===== config.mk =====
export PLATFORM = sky130hd
export DESIGN_NAME = spart_rx
export DESIGN_NICKNAME = d
export VERILOG_FILES = /design/src/rtl/spart_rx.sv
export SDC_FILE = /design/constraint.sdc
export NUM_CORES = 1
export LEC_CHECK = 0
export BUFFER_PORTS_ARGS = -buffer_cell sky130_fd_sc_hd__clkbuf_2
export CAP_MARGIN = 0
export CORE_MARGIN = 3
export CORE_UTILIZATION = 54
export DETAILED_ROUTE_END_ITERATION = 16
export GPL_TIMING_DRIVEN = 0
export HOLD_SLACK_MARGIN = 0.12
export PLACE_DENSITY = 0.79
export SLEW_MARGIN = 20
export SYNTH_ARGS = -nofsm -noshare
export SYNTH_HDL_FRONTEND = slang
export SYNTH_SLANG_ARGS = --single-unit

===== constraint.sdc =====
create_clock -name clk -period 3.43 [get_ports clk]
set_input_delay 0.343 -clock clk [delete_from_list [all_inputs] [get_ports clk]]
set_output_delay 0.343 -clock clk [all_outputs]
set_load 0.01 [all_outputs]

===== src/rtl/spart_rx.sv =====
// SPART receive engine: 2-flop rxd synchroniser, 16x oversampling 8N1 deserialiser and show-ahead receive FIFO.
// Define SPART_RX_PARITY_EN to receive 8E1 frames and report parity errors on parity_err.
module spart_rx #(
    parameter int DEPTH = 4
) (
    input  logic                     clk,
    input  logic                     rst,
    input  logic                     rxd,
    input  logic                     brg_tick,
    input  logic                     rd,
    input  logic                     clr_err,
    output logic [7:0]               rx_data,
    output logic                     rda,
    output logic [$clog2(DEPTH):0]   count,
    output logic                     framing_err,
    output logic                     overrun,
    output logic                     parity_err
);

    localparam int PW = $clog2(DEPTH);
    localparam int CW = PW + 1;
    localparam logic [CW-1:0] FULL = CW'(DEPTH);

    typedef enum logic [2:0] {
        S_IDLE    = 3'd0,
        S_START   = 3'd1,
        S_DATA    = 3'd2,
`ifdef SPART_RX_PARITY_EN
        S_PARITY  = 3'd3,
`endif
        S_STOP    = 3'd4,
        S_WAIT_HI = 3'd5
    } state_t;

    logic          sync1_q, rxs_q;
    state_t        state_q, state_d;
    logic [3:0]    sc_q, sc_d;
    logic [2:0]    bc_q, bc_d;
    logic [7:0]    shift_q, shift_d;
    logic [7:0]    mem_q [DEPTH];
    logic [7:0]    mem_d [DEPTH];
    logic [PW-1:0] wr_ptr_q, wr_ptr_d, rd_ptr_q, rd_ptr_d;
    logic [CW-1:0] count_q, count_d;
    logic [7:0]    rx_data_q, rx_data_d;
    logic          rda_q, rda_d;
    logic          framing_err_q, framing_err_d;
    logic          overrun_q, overrun_d;
    logic          push_s, fe_set_s, pe_set_s;
    logic          do_push_s, do_pop_s, ov_set_s;

    // Frame decoder: every transition is qualified by the 16x baud tick.
    always_comb begin
        state_d  = state_q;
        sc_d     = sc_q;
        bc_d     = bc_q;
        shift_d  = shift_q;
        push_s   = 1'b0;
        fe_set_s = 1'b0;
        pe_set_s = 1'b0;
        if (brg_tick) begin
            case (state_q)
                S_IDLE: begin
                    if (!rxs_q) begin
                        state_d = S_START;
                        sc_d    = 4'd0;
                    end else begin
                        state_d = S_IDLE;
                    end
                end
                S_START: begin
                    if (sc_q == 4'd7) begin
                        sc_d = 4'd0;
                        bc_d = 3'd0;
                        if (!rxs_q) begin
                            state_d = S_DATA;
                        end else begin
                            state_d = S_IDLE;
                        end
                    end else begin
                        sc_d = sc_q + 4'd1;
                    end
                end
                S_DATA: begin
                    if (sc_q == 4'd15) begin
                        shift_d = {rxs_q, shift_q[7:1]};
                        sc_d    = 4'd0;
                        if (bc_q == 3'd7) begin
`ifdef SPART_RX_PARITY_EN
                            state_d = S_PARITY;
`else
                            state_d = S_STOP;
`endif
                        end else begin
                            bc_d = bc_q + 3'd1;
                        end
                    end else begin
                        sc_d = sc_q + 4'd1;
                    end
                end
`ifdef SPART_RX_PARITY_EN
                S_PARITY: begin
                    if (sc_q == 4'd15) begin
                        pe_set_s = ^{shift_q, rxs_q};
                        sc_d     = 4'd0;
                        state_d  = S_STOP;
                    end else begin
                        sc_d = sc_q + 4'd1;
                    end
                end
`endif
                S_STOP: begin
                    if (sc_q == 4'd15) begin
                        sc_d = 4'd0;
                        if (rxs_q) begin
                            push_s  = 1'b1;
                            state_d = S_IDLE;
                        end else begin
                            fe_set_s = 1'b1;
                            state_d  = S_WAIT_HI;
                        end
                    end else begin
                        sc_d = sc_q + 4'd1;
                    end
                end
                S_WAIT_HI: begin
                    if (rxs_q) begin
                        state_d = S_IDLE;
                    end else begin
                        state_d = S_WAIT_HI;
                    end
                end
                default: begin
                    state_d = S_IDLE;
                end
            endcase
        end else begin
            state_d = state_q;
        end
    end

    // FIFO bookkeeping; a pop frees room for a same-cycle push when full.
    always_comb begin
        do_pop_s  = rd && (count_q != {CW{1'b0}});
        do_push_s = push_s && ((count_q != FULL) || do_pop_s);
        ov_set_s  = push_s && !do_push_s;
        mem_d     = mem_q;
        if (do_push_s) begin
            mem_d[wr_ptr_q] = shift_q;
        end else begin
            mem_d = mem_q;
        end
        wr_ptr_d = do_push_s ? (wr_ptr_q + PW'(1)) : wr_ptr_q;
        rd_ptr_d = do_pop_s  ? (rd_ptr_q + PW'(1)) : rd_ptr_q;
        case ({do_push_s, do_pop_s})
            2'b10:   count_d = count_q + CW'(1);
            2'b01:   count_d = count_q - CW'(1);
            default: count_d = count_q;
        endcase
        rx_data_d     = (count_d == {CW{1'b0}}) ? 8'h00 : mem_d[rd_ptr_d];
        rda_d         = (count_d != {CW{1'b0}});
        framing_err_d = fe_set_s ? 1'b1 : (clr_err ? 1'b0 : framing_err_q);
        overrun_d     = ov_set_s ? 1'b1 : (clr_err ? 1'b0 : overrun_q);
    end

    // State, FIFO and output registers.
    always_ff @(posedge clk) begin
        if (rst) begin
            sync1_q       <= 1'b1;
            rxs_q         <= 1'b1;
            state_q       <= S_IDLE;
            sc_q          <= 4'd0;
            bc_q          <= 3'd0;
            shift_q       <= 8'h00;
            for (int i = 0; i < DEPTH; i++) begin
                mem_q[i] <= 8'h00;
            end
            wr_ptr_q      <= {PW{1'b0}};
            rd_ptr_q      <= {PW{1'b0}};
            count_q       <= {CW{1'b0}};
            rx_data_q     <= 8'h00;
            rda_q         <= 1'b0;
            framing_err_q <= 1'b0;
            overrun_q     <= 1'b0;
        end else begin
            sync1_q       <= rxd;
            rxs_q         <= sync1_q;
            state_q       <= state_d;
            sc_q          <= sc_d;
            bc_q          <= bc_d;
            shift_q       <= shift_d;
            mem_q         <= mem_d;
            wr_ptr_q      <= wr_ptr_d;
            rd_ptr_q      <= rd_ptr_d;
            count_q       <= count_d;
            rx_data_q     <= rx_data_d;
            rda_q         <= rda_d;
            framing_err_q <= framing_err_d;
            overrun_q     <= overrun_d;
        end
    end

`ifdef SPART_RX_PARITY_EN
    logic parity_err_q, parity_err_d;

    // Sticky parity flag; a new mismatch wins over clr_err.
    always_comb begin
        parity_err_d = pe_set_s ? 1'b1 : (clr_err ? 1'b0 : parity_err_q);
    end

    // Parity flag register.
    always_ff @(posedge clk) begin
        if (rst) begin
            parity_err_q <= 1'b0;
        end else begin
            parity_err_q <= parity_err_d;
        end
    end

    assign parity_err = parity_err_q;
`else
    assign parity_err = 1'b0;
`endif

    assign rx_data     = rx_data_q;
    assign rda         = rda_q;
    assign count       = count_q;
    assign framing_err = framing_err_q;
    assign overrun     = overrun_q;

endmodule


* Yosys cells after proc, flatten, opt, wreduce, memory -nomap -nowiden
Index checks and enable logic that the tools add are counted.
** Operators by class
- $lt $le $gt $ge :: 3
- Reduce and logical (&&, ||, !) cells :: 20
- Mux-type cells :: 36
- $add $sub $neg :: 6
- Bitwise gates (word level) :: 2
- Eq/ne operators :: 16
** Operators by type and width (count)
- bitwise mux 32 bit :: 1
- 2-to-1 mux 32 bit :: 1
- 2-to-1 mux 3 bit :: 8
- 2-to-1 mux 8 bit :: 3
- binary-select mux 8 bit (select 2 bit) :: 1
- demux 8 bit (select 2 bit) :: 1
- case mux 3 bit (5 select lines) :: 1
- 2-to-1 mux 1 bit :: 12
- 2-to-1 mux 4 bit :: 3
- != test 2 bit (second input constant) :: 6
- case mux 3 bit (2 select lines) :: 2
- case mux 4 bit (3 select lines) :: 1
- AND reduction 5 bit :: 2
- equality test 3 bit (second input constant) :: 3
- nonzero test 3 bit :: 3
- adder 3 x 1 -> 3 bit (second input constant) :: 2
- >= comparator 3 bit (second input constant) :: 2
- logical NOT 3 bit :: 2
- NOT 2 -> 3 bit :: 2
- AND reduction 3 bit :: 2
- nonzero test 2 bit :: 3
- adder 2 x 1 -> 2 bit (second input constant) :: 2
- adder 4 x 1 -> 4 bit (second input constant) :: 1
- equality test 4 x 3 -> 1 bit (second input constant) :: 1
- 13 further kinds :: 18
** Word-level totals
- Flip-flop bits (word level) :: 70
- Bits of input ports :: 6
- Output and inout port bits :: 15

* Longest topological paths before layout
- Depth in word-level cells :: 10
- Mapped depth :: 13
- Gate-level depth less buffers :: 11

* Worst setup path before layout
OpenSTA, ideal clock, no wires.
- Path type :: register -> register
- Start :: register count_q[2], in the netlist count[2]
- End :: register rx_data_q[7], in the netlist rx_data[7]
- Arrival :: 3.248 ns
- Cell stages (with the launch flop) :: 13
- Path slack :: 0.067 ns
- Required time :: 3.315 ns
- Cell sequence :: dfxtp_1 > buf_2 > nor4b_2 > or3_1 > clkbuf_1 > ha_1 > inv_1 > fa_1 > xnor2_1 > mux2_2 > o21ai_1 > o22ai_1 > o21a_1
** Between the ends
- Word-level cells in the longest chain between the ends :: 8
** RTL lines
- start: declaration :: line 43 : logic [CW-1:0] count_q, count_d;
- start signal: assignment :: line 179 : count_q <= {CW{1'b0}};
- start signal: assignment :: line 194 : count_q <= count_d;
- nonzero test 3 bit :: line 143 : do_pop_s = rd && (count_q != {CW{1'b0}});
- logical AND 1 bit :: line 143
- logical OR 1 bit :: line 144 : do_push_s = push_s && ((count_q != FULL) || do_pop_s);
- logical AND 1 bit :: line 144
- equality test 2 x 1 -> 1 bit (tied with other cells) :: line 154 : case ({do_push_s, do_pop_s})
- case mux 3 bit (2 select lines) / binary-select mux 8 bit (select 2 bit) (equally long branches) :: line 154, 159
- logical NOT 3 bit / 2-to-1 mux 8 bit (equally long branches) :: line 159 : rx_data_d = (count_d == {CW{1'b0}}) ? 8'h00 : mem_d[rd_ptr_d];
- OR reduction 2 bit (no line) / 2-to-1 mux 8 bit (equally long branches)
- end signal: assignment :: line 195 : rx_data_q <= rx_data_d;
- end: declaration :: line 44 : logic [7:0] rx_data_q, rx_data_d;
Parallel ways exist; a longest one is shown, timed or not. The select of a mux whose other input is x is not followed.
A chain may end at the register's enable or synchronous reset.

* Worst setup path in the final report
- Start :: register sc_q[1]
- End :: register rx_data_q[7], in the netlist rx_data[7]
** Between the ends
- Word-level cells in the longest chain between the ends :: 9
** RTL lines
- start: declaration :: line 37 : logic [3:0] sc_q, sc_d;
- start signal: assignment :: line 171 : sc_q <= 4'd0;
- start signal: assignment :: line 188 : sc_q <= sc_d;
- equality test 4 bit (*) :: line 112 : if (sc_q == 4'd15) begin
- 2-to-1 mux 1 bit (*) :: line 112
- 2-to-1 mux 1 bit (*) :: line 61 : case (state_q)
- 2-to-1 mux 1 bit (*) :: line 60 : if (brg_tick) begin
- logical AND 1 bit (*) :: line 144
- equality test 2 x 1 -> 1 bit (tied with other cells) :: line 154
- case mux 3 bit (2 select lines) / binary-select mux 8 bit (select 2 bit) (equally long branches) :: line 154, 159
- logical NOT 3 bit / 2-to-1 mux 8 bit (equally long branches) :: line 159
- OR reduction 2 bit (no line) / 2-to-1 mux 8 bit (equally long branches)
Every way passes the cells marked *; elsewhere a longest branch is shown, timed or not. The select of a mux whose other input is x is not followed.

==> flow_results.org <==
** CTS
- CTS root buffer :: clkbuf_8
- Maximum count of clock buffers along a single path :: 2
- The clock drives 70 sinks.
- At the later pin of the worst-skew pair, clock insertion delay measures 0.35 ns.
- Clock buffer count from CTS :: 9
- Clock tree from TritonCTS :: yes
- Clock-pin slew was measured on the worst setup and hold paths at about 0.08 ns.
- Depth of the CTS H-tree :: 3

** Yosys
- Counting flops and latches in the post-synthesis netlist gives 70.
- The largest total area in the synthesized netlist belongs to dfxtp_1.
- Top area cells in the synthesized netlist :: dfxtp_1 43%, mux2i_1 11%, nor2_1 6.8%
- After synthesis the cells add up to around 3300 um2.
- Avg Synthesized Cell Area :: around 9.5 um2
- Post-synth ARST share :: 0
- Yosys Warn Count :: 0
- Post-Synthesis Cells :: about 340
- Number of unique standard cell types used by synthesis :: 57
- Synth Net Count :: 357
- Register area share after synthesis :: 0.4301
- The most used flip-flop cell after synthesis is dfxtp_1.
- Area fraction of the dominant cell type after synthesis :: 0.4301
- Number of enable flip-flop cells after synthesis :: 0

** Floorplanning
- The die covers roughly 7000 um2.
- Starting Density :: 0.5741
- Std-Cell Core Area :: 5675 um2
- Number of placed I/O pins :: 21
- Cell row count :: 27
- The die is about 84 um wide.
- The floorplan step set the die height to 83.68 um.

** Detailed routing
- Dividing the detail-routed wire length by the instance count gives approximately 15 um.
- In this run the remaining antenna-violating nets after routing total 0.
- Total Wirelength :: ~6.9 mm
- The first detailed-routing pass took 4 iterations.
- Total number of vias :: about 2500
- DRC violations left :: 0
- The first routing iteration left ~230 violations.
- Dividing the detail-routed via count by the number of cells gives around 5.6.

** Power
- Sequential Power Share :: 0.505
- Cell internal power was estimated by the tool at ~1300 uW.
- Of the total power, the clock network draws 0.474.
- Leakage power :: between 0.0015 and 0.002 uW
- Switching power total :: 354.7 uW
- Maximum vdd ir drop :: roughly 0.00026 V
- Power Density :: roughly 430 nW/um2
- After layout, the design draws a total of approximately 1600 uW.
- Switching part of the total power :: 0.2200
- Part of the power in combinational logic :: 0.021

** STA
- Min cycle time layout :: 3.240 ns
- Count of endpoints failing setup in the final report :: 0
- After routing, the total negative slack on setup checks comes to 0 ns.
- Based on the critical path, the design can be clocked at up to between 300 and 400 MHz.
- For the pin with the worst max-slew slack, the measured transition is around 0.77 ns.
- Max-slew headroom at the worst pin :: 0.4825
- In the post-route analysis, the smallest setup slack over all paths is between 0.15 and 0.2 ns.
- The tightest hold path in the finished design has a slack of 0.1813 ns.
- Number of max-slew violations in the final report :: 0
- Of the available clock period, the critical path in the final layout requires 0.9447.
- The final hold violation count came to 0.
- Setup clock skew after layout :: around 0.012 ns

** Layout
- After the flow finishes, the layout carries non-filler instances totaling ~450.
- Area growth syn-to-layout :: 15.63%
- In the final layout, the share of cells above drive strength 1 is 0.1947.
- N_diodes :: 0
- The net count of the finished layout is between 300 and 400.
- The library cell used most frequently in the layout, excluding fill and tap cells, is dfxtp_1.
- Commonest cells after routing, fill and taps aside :: 69 x dfxtp_1, 59 x nor2_1, 36 x mux2i_1

** Setup path
- Cell family with most CP delay :: adder cells
- Critical-path cell with the highest stage delay :: fa_1
- Maximum single-stage delay on the critical path :: roughly 0.40 ns
- Critical path type :: flip-flop to flip-flop
- The critical path goes through ha_2 > nand4b_1 > or3_1 > clkbuf_1 > ha_1 > inv_1 > fa_1 > nor2b_1 > a221oi_4 > buf_4 > o21ai_4 > o22ai_1 > o21a_1.
- In this run the worst path has a maximum fanout of 9.
- The worst setup path is launched from a flip-flop.
- Required time reported for the critical path endpoint :: about 3.7 ns
- Signal arrival time at the worst endpoint :: ~3.5 ns
- Nature of the critical path endpoint :: flip-flop
- Together, buffers and inverters on the worst path number 3.

** Global route
- Largest net degree at the start of global routing :: 14
- Total congestion overflow :: 0
- First-pass GRT wire length :: around 12 mm
- Total GRT Usage :: 0.2073
- Number of antenna violations at the first check in global routing :: 0
- Number of global-route vias before repair :: ~2400

** Place
- In this run, placement finished with an instance count of 432.
- Number of buffer cells added on primary ports :: 18
- Routability-driven placement finished with a final weighted congestion of roughly 0.83.
- Total half-perimeter wirelength after legalization and detailed placement :: approximately 4.7 mm
- Before CTS, the worst setup slack after placement is -0.5300 ns.

** Outcome
- Outcome :: complete, no violations

** Job
- Number of max-cap violations :: 0

** Worst hold path
- The worst hold path belongs to the class primary input to flip-flop.
final cells by class:
cell class | instances | area, um2
inverters | 11 | 41.29
clock inverters | 6 | 92.59
plain buffers | 23 | 138.9
multi-input cells | 237 | 1724
repair buffers | 23 | 140.1
flip-flops and latches | 70 | 1403
clock buffers | 10 | 137.6
fillers | 464 | 1908
well taps | 72 | 90.09
worst register-to-register path, delay by kind of cell (launching register included):
family	cells	cell delay, ns
buffers and inverters	3	0.42
AND/OR/NAND/NOR	3	0.71
flip-flops	1	0.38
AO/OA/AOI/OAI	4	0.84
adder cells (fa/ha/maj)	3	0.86
synth_stat cells (all sizes together), types with 5 or more instances:
master,number
a211oi,7
a21oi,15
and3b,5
buf,13
clkbuf,11
dfxtp,70
ha,8
inv,11
mux2i,36
nand2,12
nor2,59
nor2b,5
nor4,8
o21ai,10
o22ai,8
o2bb2ai,7
or2,5
xor2,5
per-stage QoR:
step / utilization / area [um2]
3_5_place_dp: 0.6058 / 3438
6_report: 0.6638 / 3767
2_1_floorplan: - / 3258
3_3_place_gp: 0.6058 / 3438
5_1_grt: 0.6638 / 3767
4_1_cts: 0.6550 / 3717
flip-flops by register name (all words and copies together), names as in the netlist, 2 cells and up:
register  cells
bc_q          3
sc_q          4
shift_q       8
rx_data       8
state_q       3
rd_ptr_q      2
mem_q        32
wr_ptr_q      2
count         3
layer usage:
layer | global-route usage | part of all wire | vias up
met5 | 0 | 0 | -
met4 | 0.07895 | 0.016 | 0
li1 | - | - | 1271
met1 | 0.2578 | 0.47 | 1203
met3 | 0.03554 | 0.036 | 10
met2 | 0.3565 | 0.48 | 46
cells by family (layout without fill, tap and decap cells):
group	after synthesis	count (layout)	share of synthesized area
AOI/OAI and AO/OA	60	60	0.1290
other	1	1	0.001151
adders and majority gates	10	10	0.04032
xor gates and xnor gates	7	7	0.01882
DFF	70	70	0.4301
and+or+nand+nor	122	122	0.2112
muxes	37	37	0.1141
buffers and inverters	35	73	0.05530
final timing paths:
| kind | startpoint | endpoint | slack [ns] | cells after the start |
|---|---|---|---|---|
| worst max-delay path | sc_q[1] | rx_data[7] | 0.19 | 13 |
| worst min-delay path | rxd | sync1_q | 0.18 | 2 |
| worst max register to register | sc_q[1] | rx_data[7] | 0.19 | 13 |
| worst min register to register | sync1_q | rxs_q | 0.42 | 1 |
power groups by stage:
stage	sequential, uW	combinational (uW)	clock (uW)
6_report	815	33.5	764
5_1_grt	815	36.8	811
2_1_floorplan	833	22.3	0
3_5_place_dp	833	34.0	0
4_1_cts	814	34.4	771
3_3_place_gp	833	33.6	0
repair_timing:
item,4_1_cts,5_1_grt
buffers inserted,3,2
pin swaps,0,3
endpoints found under the setup margin,8,8
gates resized for setup,4,5
hold buffers,0,0
Power figures use the tool's default switching activity.
